===== src/rtl/ysyx_24090018_alu_issue.sv =====
// ALU issue stage: decodes an RV32I ALU-class beat into operands and a select, then buffers
// it in a two-entry skid buffer (main + skid) so in_ready never depends on out_ready.
module ysyx_24090018_alu_issue #(
   parameter int DATA_W = 32
) (
   input  logic              clk,
   input  logic              rst,
   input  logic              in_valid,
   output logic              in_ready,
   input  logic [DATA_W-1:0] in_pc,
   input  logic [DATA_W-1:0] in_rs1_data,
   input  logic [DATA_W-1:0] in_rs2_data,
   input  logic [DATA_W-1:0] in_imm,
   input  logic [6:0]        in_opcode,
   input  logic [2:0]        in_funct3,
   input  logic              in_funct7_5,
   input  logic [4:0]        in_rd,
   input  logic              flush_i,
   output logic              out_valid,
   input  logic              out_ready,
   output logic [DATA_W-1:0] out_din1,
   output logic [DATA_W-1:0] out_din2,
   output logic [3:0]        out_alu_sel,
   output logic [4:0]        out_rd,
   output logic              out_illegal
);

   localparam logic [3:0] SEL_AND = 4'b0000;
   localparam logic [3:0] SEL_OR  = 4'b0001;
   localparam logic [3:0] SEL_ADD = 4'b0010;
   localparam logic [3:0] SEL_XOR = 4'b0011;
   localparam logic [3:0] SEL_SLL = 4'b0100;
   localparam logic [3:0] SEL_SRL = 4'b0101;
   localparam logic [3:0] SEL_SUB = 4'b0110;
   localparam logic [3:0] SEL_SRA = 4'b0111;
   localparam logic [3:0] SEL_ILL = 4'b1111;

   localparam logic [6:0] OPC_OP     = 7'b0110011;
   localparam logic [6:0] OPC_OP_IMM = 7'b0010011;
   localparam logic [6:0] OPC_LUI    = 7'b0110111;
   localparam logic [6:0] OPC_AUIPC  = 7'b0010111;
   localparam logic [6:0] OPC_LOAD   = 7'b0000011;
   localparam logic [6:0] OPC_STORE  = 7'b0100011;
   localparam logic [6:0] OPC_JAL    = 7'b1101111;
   localparam logic [6:0] OPC_JALR   = 7'b1100111;

   localparam logic [DATA_W-1:0] ZERO = {DATA_W{1'b0}};
   localparam logic [DATA_W-1:0] FOUR = {{(DATA_W-3){1'b0}}, 3'd4};

   typedef struct packed {
      logic              illegal;
      logic [4:0]        rd;
      logic [3:0]        sel;
      logic [DATA_W-1:0] din2;
      logic [DATA_W-1:0] din1;
   } entry_t;

   localparam entry_t ENTRY_ZERO = '{illegal: 1'b0, rd: 5'd0, sel: 4'd0, din2: ZERO, din1: ZERO};

   // Returns {legal, sel}; funct7_5 only qualifies ADD/SUB for register-register ops.
   function automatic logic [4:0] map_funct3(input logic [2:0] f3, input logic f75,
                                             input logic is_imm);
      logic [4:0] r;
      case (f3)
         3'b000:  r = {1'b1, (f75 && !is_imm) ? SEL_SUB : SEL_ADD};
         3'b111:  r = {1'b1, SEL_AND};
         3'b110:  r = {1'b1, SEL_OR};
         3'b100:  r = {1'b1, SEL_XOR};
         3'b001:  r = {1'b1, SEL_SLL};
         3'b101:  r = {1'b1, f75 ? SEL_SRA : SEL_SRL};
         default: r = {1'b0, SEL_ILL};
      endcase
      return r;
   endfunction

   entry_t     dec_s;
   logic [4:0] f3_map_s;

   entry_t     main_r;
   entry_t     skid_r;
   logic       main_valid_r;
   logic       skid_valid_r;
   logic       in_ready_r;
   logic       accept_s;
   logic       drain_s;

   // Combinational decode of the offered beat; illegal beats carry zero operands.
   always_comb begin
      dec_s    = ENTRY_ZERO;
      dec_s.rd = in_rd;
      f3_map_s = map_funct3(in_funct3, in_funct7_5, in_opcode == OPC_OP_IMM);
      dec_s.sel     = SEL_ILL;
      dec_s.illegal = 1'b1;
      case (in_opcode)
         OPC_OP, OPC_OP_IMM: begin
            if (f3_map_s[4]) begin
               dec_s.din1    = in_rs1_data;
               dec_s.din2    = (in_opcode == OPC_OP) ? in_rs2_data : in_imm;
               dec_s.sel     = f3_map_s[3:0];
               dec_s.illegal = 1'b0;
            end else begin
               dec_s.sel     = SEL_ILL;
               dec_s.illegal = 1'b1;
            end
         end
         OPC_LUI: begin
            dec_s.din2    = in_imm;
            dec_s.sel     = SEL_ADD;
            dec_s.illegal = 1'b0;
         end
         OPC_AUIPC: begin
            dec_s.din1    = in_pc;
            dec_s.din2    = in_imm;
            dec_s.sel     = SEL_ADD;
            dec_s.illegal = 1'b0;
         end
         OPC_LOAD, OPC_STORE: begin
            dec_s.din1    = in_rs1_data;
            dec_s.din2    = in_imm;
            dec_s.sel     = SEL_ADD;
            dec_s.illegal = 1'b0;
         end
         OPC_JAL, OPC_JALR: begin
            dec_s.din1    = in_pc;
            dec_s.din2    = FOUR;
            dec_s.sel     = SEL_ADD;
            dec_s.illegal = 1'b0;
         end
         default: begin
            dec_s.sel     = SEL_ILL;
            dec_s.illegal = 1'b1;
         end
      endcase
   end

   assign accept_s = in_valid && in_ready_r;
   assign drain_s  = main_valid_r && out_ready;

   // Skid buffer state; flush outranks accept and drain. Skid is only ever loaded while
   // in_ready is high, so it cannot be refilled in the cycle it empties into main.
   always_ff @(posedge clk or posedge rst) begin
      if (rst) begin
         main_r       <= ENTRY_ZERO;
         skid_r       <= ENTRY_ZERO;
         main_valid_r <= 1'b0;
         skid_valid_r <= 1'b0;
         in_ready_r   <= 1'b0;
      end else if (flush_i) begin
         main_valid_r <= 1'b0;
         skid_valid_r <= 1'b0;
         in_ready_r   <= 1'b1;
      end else if (!main_valid_r || drain_s) begin
         if (skid_valid_r) begin
            main_r       <= skid_r;
            main_valid_r <= 1'b1;
            skid_valid_r <= 1'b0;
         end else if (accept_s) begin
            main_r       <= dec_s;
            main_valid_r <= 1'b1;
         end else begin
            main_valid_r <= 1'b0;
         end
         in_ready_r <= 1'b1;
      end else if (accept_s) begin
         skid_r       <= dec_s;
         skid_valid_r <= 1'b1;
         in_ready_r   <= 1'b0;
      end else begin
         in_ready_r <= !skid_valid_r;
      end
   end

   assign in_ready    = in_ready_r;
   assign out_valid   = main_valid_r;
   assign out_din1    = main_r.din1;
   assign out_din2    = main_r.din2;
   assign out_alu_sel = main_r.sel;
   assign out_rd      = main_r.rd;
   assign out_illegal = main_r.illegal;

endmodule


===== config.mk =====
export PLATFORM = sky130hd
export DESIGN_NAME = ysyx_24090018_alu_issue
export DESIGN_NICKNAME = d
export VERILOG_FILES = /design/src/rtl/ysyx_24090018_alu_issue.sv
export SDC_FILE = /design/constraint.sdc
export NUM_CORES = 1
export LEC_CHECK = 0
export BUFFER_PORTS_ARGS = -buffer_cell sky130_fd_sc_hd__buf_2
export CORE_UTILIZATION = 47
export DETAILED_ROUTE_END_ITERATION = 12
export GPL_TIMING_DRIVEN = 0
export PLACE_DENSITY_LB_ADDON = 0.08
export SLEW_MARGIN = 20
export SYNTH_ARGS = -nofsm -noshare
export SYNTH_HDL_FRONTEND = slang
export SYNTH_SLANG_ARGS = --single-unit
export TNS_END_PERCENT = 10

===== constraint.sdc =====
create_clock -name clk -period 4.3 [get_ports clk]
set_input_delay 0.215 -clock clk [delete_from_list [all_inputs] [get_ports clk]]
set_output_delay 0.215 -clock clk [all_outputs]
set_load 0.1 [all_outputs]

==> flow_summary_export.csv <==
group,metric,value,unit
setup_path,path_delay_family,"simple AND/OR/NAND/NOR gates",
setup_path,critical-path-max-stage-delay,0.69,ns
sta,setup_violations,0,
clocking,tritoncts,"yes",
sta,rsz0062_at_grt,"false",
power_and_ir_drop,finalPower,4.468,mW
sta,max_freq,0.4674,GHz
floorplanning,core-area,15200,µm²
power_and_ir_drop,p_leak,4.360,nW
final_layout,syn2layout_area_growth,28.42,%
clocking,htree_levels,4,
final_layout,layout_commonest_cell,"buf_2",
clocking,cts_buffers,17,
yosys,synth-edff-count,0,
power_and_ir_drop,powerDensity,473.5,nW/µm²
drt,ant_nets,0,
hold_path,hold_class,"input pin to flip-flop",
hold_path,min_from,"in_pc[23]",
power_and_ir_drop,clkPwrFrac,0.369,
drt,first_iter_violations,628,
floorplanning,top_level_ports,225,
power_and_ir_drop,power.switching,1.571,mW
run,cap_violations,0,
final_layout,final_cells,1189,
status,status,"complete, no violations",
drt,wirelength,23460,µm
hold_path,whs_path_depth,2,
setup_path,critPathMostFrequentCell,"buf_2",
grt,grt_max_degree,103,
sta,finalHoldViolations,0,
drt,viasPerCell,5.966,
drt,drt-pass1-iter-count,5,
grt,grt_pass1_vias,7064,
setup_path,r2r-start,"skid_valid_r$_DFFE_PP0P_",
placement,post-dp-hpwl,16230,µm
hold_path,worstHoldEndpoint,"out_din1[23]$_DFFE_PP0P_",
sta,post-route-period-util,0.4976,
setup_path,worst-r2r-cell-count,6,
sta,tightest_slew,0.7344,ns
setup_path,slowest_stage,"nor4_2",
floorplanning,rows,45,
floorplanning,die_x,127.0,µm
yosys,syn_area,7347,µm²
placement,finalWeightedCongestion,0.8062,
drt,drc,0,
grt,globalRouteOverflowTotal,0,
floorplanning,fp.dieH,127.0,µm
power_and_ir_drop,seq_power_share,0.378,
yosys,synth_top_area_frac,0.5075,
final_layout,most-common-layout-cells,"248 x buf_2, 149 x dfrtp_1, 79 x nand2_1",
setup_path,worstPathMaxFanout,10,
yosys,postSynthCellCount,739,
yosys,synth.distinct_cells,46,
final_layout,diodes,0,
setup_path,regToRegEndpoint,"out_din1[28]$_DFFE_PP0P_",
yosys,synth_top_family_by_area,"compound AO/OA/AOI/OAI gates",
setup_path,setup.worst_path.start_class,"flip-flop",
yosys,synth_fa_ha_area_frac,0,
grt,grt_usage,0.2998,
floorplanning,die_area,16140,µm²
power_and_ir_drop,power.internal,2.896,mW
drt,wl_per_cell,19.73,µm
drt,num_vias,7094,
yosys,yosys_warnings,0,
yosys,ys_ff_latch,149,
clocking,clkTransAtPathRegs,0.06,ns
grt,grt_pass1_wl,37470,µm
yosys,synth_ff_type,"dfrtp_1",
floorplanning,initial_core_util,0.4833,
yosys,synth_nets,888,
sta,fin_worst_skew,0.01003,ns
grt,antenna_found_initial,2,
yosys,synth-xor-area-share,0,
yosys,ys_top_cells_by_area,"dfrtp_1 51%, a221o_1 8.7%, a31oi_1 5.4%",
placement,dp.cells,1151,
power_and_ir_drop,p_sw_frac,0.3517,
yosys,synthMuxAreaShare,0.009877,
final_layout,layout.nets,1137,
clocking,cts.sinks,149,
yosys,synth_area_leader_cell,"dfrtp_1",
yosys,syn_avg_cell_area,9.942,µm²
yosys,synth-compound-area-share,0.2716,
yosys,synthSimpleGateAreaFrac,0.1585,
setup_path,crit_type,"flip-flop to flip-flop",
power_and_ir_drop,max-vdd-ir-drop,0.0003197,V
clocking,clockRootBuffer,"clkbuf_16",
setup_path,crit_buf_inv,3,
clocking,post_cts_buffers,0,
yosys,synth_seq_area_share,0.5075,
setup_path,endpoint_kind,"flip-flop",
setup_path,crit_chain,"buf_4 -> nor4_2 -> and2_1 -> buf_2 -> buf_2 -> a221o_1",
sta,slew_viol_final,0,
power_and_ir_drop,comb_power_share,0.254,
clocking,clk_latency,0.43,ns
sta,post-route-min-period,2.140,ns
placement,portBuffers,223,
clocking,cts.path.max_buffers,2,
final_layout,drive_above_1_share,0.3017,
setup_path,cp.required,4.67,ns
setup_path,r2r_slack,2.16,ns
sta,slew_headroom,0.5063,
yosys,ys_async_sr_fraction,1.000,
setup_path,worstPathArrival,2.51,ns
kinds of logic (layout without fill, tap and decap cells):
| family | after synthesis | after routing |
|---|---|---|
| AND/OR/NAND/NOR | 222 | 222 |
| AO/OA/AOI/OAI | 280 | 280 |
| flip-flops | 149 | 149 |
| multiplexers | 7 | 7 |
| buffers and inverters | 81 | 343 |
final cells by class:
class | count | area, µm²
Buffer | 76 | 366.6
Clock buffer | 23 | 467.9
Clock inverter | 9 | 173.9
Fill cell | 1307 | 5767
Inverter | 5 | 26.28
Multi-Input combinational cell | 509 | 3233
Sequential cell | 149 | 3729
Tap cell | 188 | 235.2
Timing Repair Buffer | 230 | 1204
sequential cells by signal, indices dropped and copies added, names as in the netlist:
register,count
out_illegal,1
out_din2,32
out_valid,1
skid_r,73
out_rd,5
in_ready,1
out_alu_sel,3
skid_valid_r,1
out_din1,32
timing repair:
item                                   CTS  global route
gates resized for setup                  0             0
hold buffers                             6             0
endpoints found under the hold margin   52             0
layer usage:
metal / share of wire / track usage / wire length (µm)
met2: 0.48 / 0.4897 / 11350
met4: 0.012 / 0.08543 / 288
met3: 0.076 / 0.08166 / 1782
met5: 0.0011 / 0 / 25
met1: 0.43 / 0.3925 / 10020
how the worst max path moves through the flow:
stage,start,to,slack (ns),depth (start not counted)
2_1_floorplan,rst,in_ready$_DFF_PP0_,0.08,1
3_3_place_gp,rst,out_din2[12]$_DFFE_PP0P_,-1.86,2
3_5_place_dp,in_ready$_DFF_PP0_,skid_r[34]$_DFFE_PP0P_,2.18,5
4_1_cts,in_ready$_DFF_PP0_,skid_r[34]$_DFFE_PP0P_,2.17,5
5_1_grt,in_ready$_DFF_PP0_,skid_r[34]$_DFFE_PP0P_,1.96,5
6_report,skid_valid_r$_DFFE_PP0P_,out_din1[28]$_DFFE_PP0P_,2.16,6
synth_stat cells, types with 3 or more instances:
| library cell | instances |
|---|---|
| buf_6 | 4 |
| a21oi_1 | 7 |
| nand3_1 | 19 |
| and2_1 | 4 |
| buf_2 | 25 |
| clkbuf_1 | 36 |
| mux2i_1 | 5 |
| buf_4 | 5 |
| nand2_1 | 79 |
| dfrtp_1 | 149 |
| o21ai_0 | 64 |
| and3_1 | 19 |
| nor4_1 | 32 |
| and2_0 | 11 |
| a221o_1 | 64 |
| o211ai_1 | 3 |
| buf_1 | 5 |
| o21bai_1 | 32 |
| nor2_1 | 36 |
| o21ai_1 | 9 |
| inv_1 | 4 |
| a31oi_1 | 64 |
| o31ai_1 | 32 |
power groups by stage:
| stage | sequential [mW] | clock (mW) | combinational, mW |
|---|---|---|---|
| after floorplan | 2.27 | 0 | 0.298 |
| after global placement | 1.70 | 0 | 1.12 |
| after detailed placement | 1.71 | 0 | 1.13 |
| after CTS | 1.69 | 1.66 | 1.14 |
| after global routing | 1.71 | 1.72 | 1.20 |
| final | 1.69 | 1.65 | 1.13 |
per-stage QoR:
stage / hold WS [ns] / setup WS (ns) / util / setup TNS [ns] / area, µm²
final: 0.02545 / 2.160 / 0.6207 / 0 / 9435
after global routing: 0.02895 / 1.959 / 0.6207 / 0 / 9435
after CTS: 0.02225 / 2.165 / 0.6207 / 0 / 9435
after detailed placement: 0.2394 / 2.177 / 0.5745 / 0 / 8733
after global placement: 0.4262 / -1.858 / 0.5722 / -274.62 / 8698
after floorplan: 0.3204 / 0.07696 / - / 0 / 7347
worst reg2reg max path: cells and delay by family, from the launching register on:
| kind | cells | cell delay, ns |
|---|---|---|
| AND/OR/NAND/NOR | 2 | 0.91 |
| AO/OA/AOI/OAI | 1 | 0.21 |
| buffers and inverters | 3 | 0.61 |
| flip-flops | 1 | 0.36 |
No activity file was read; power rests on OpenSTA's default activity.
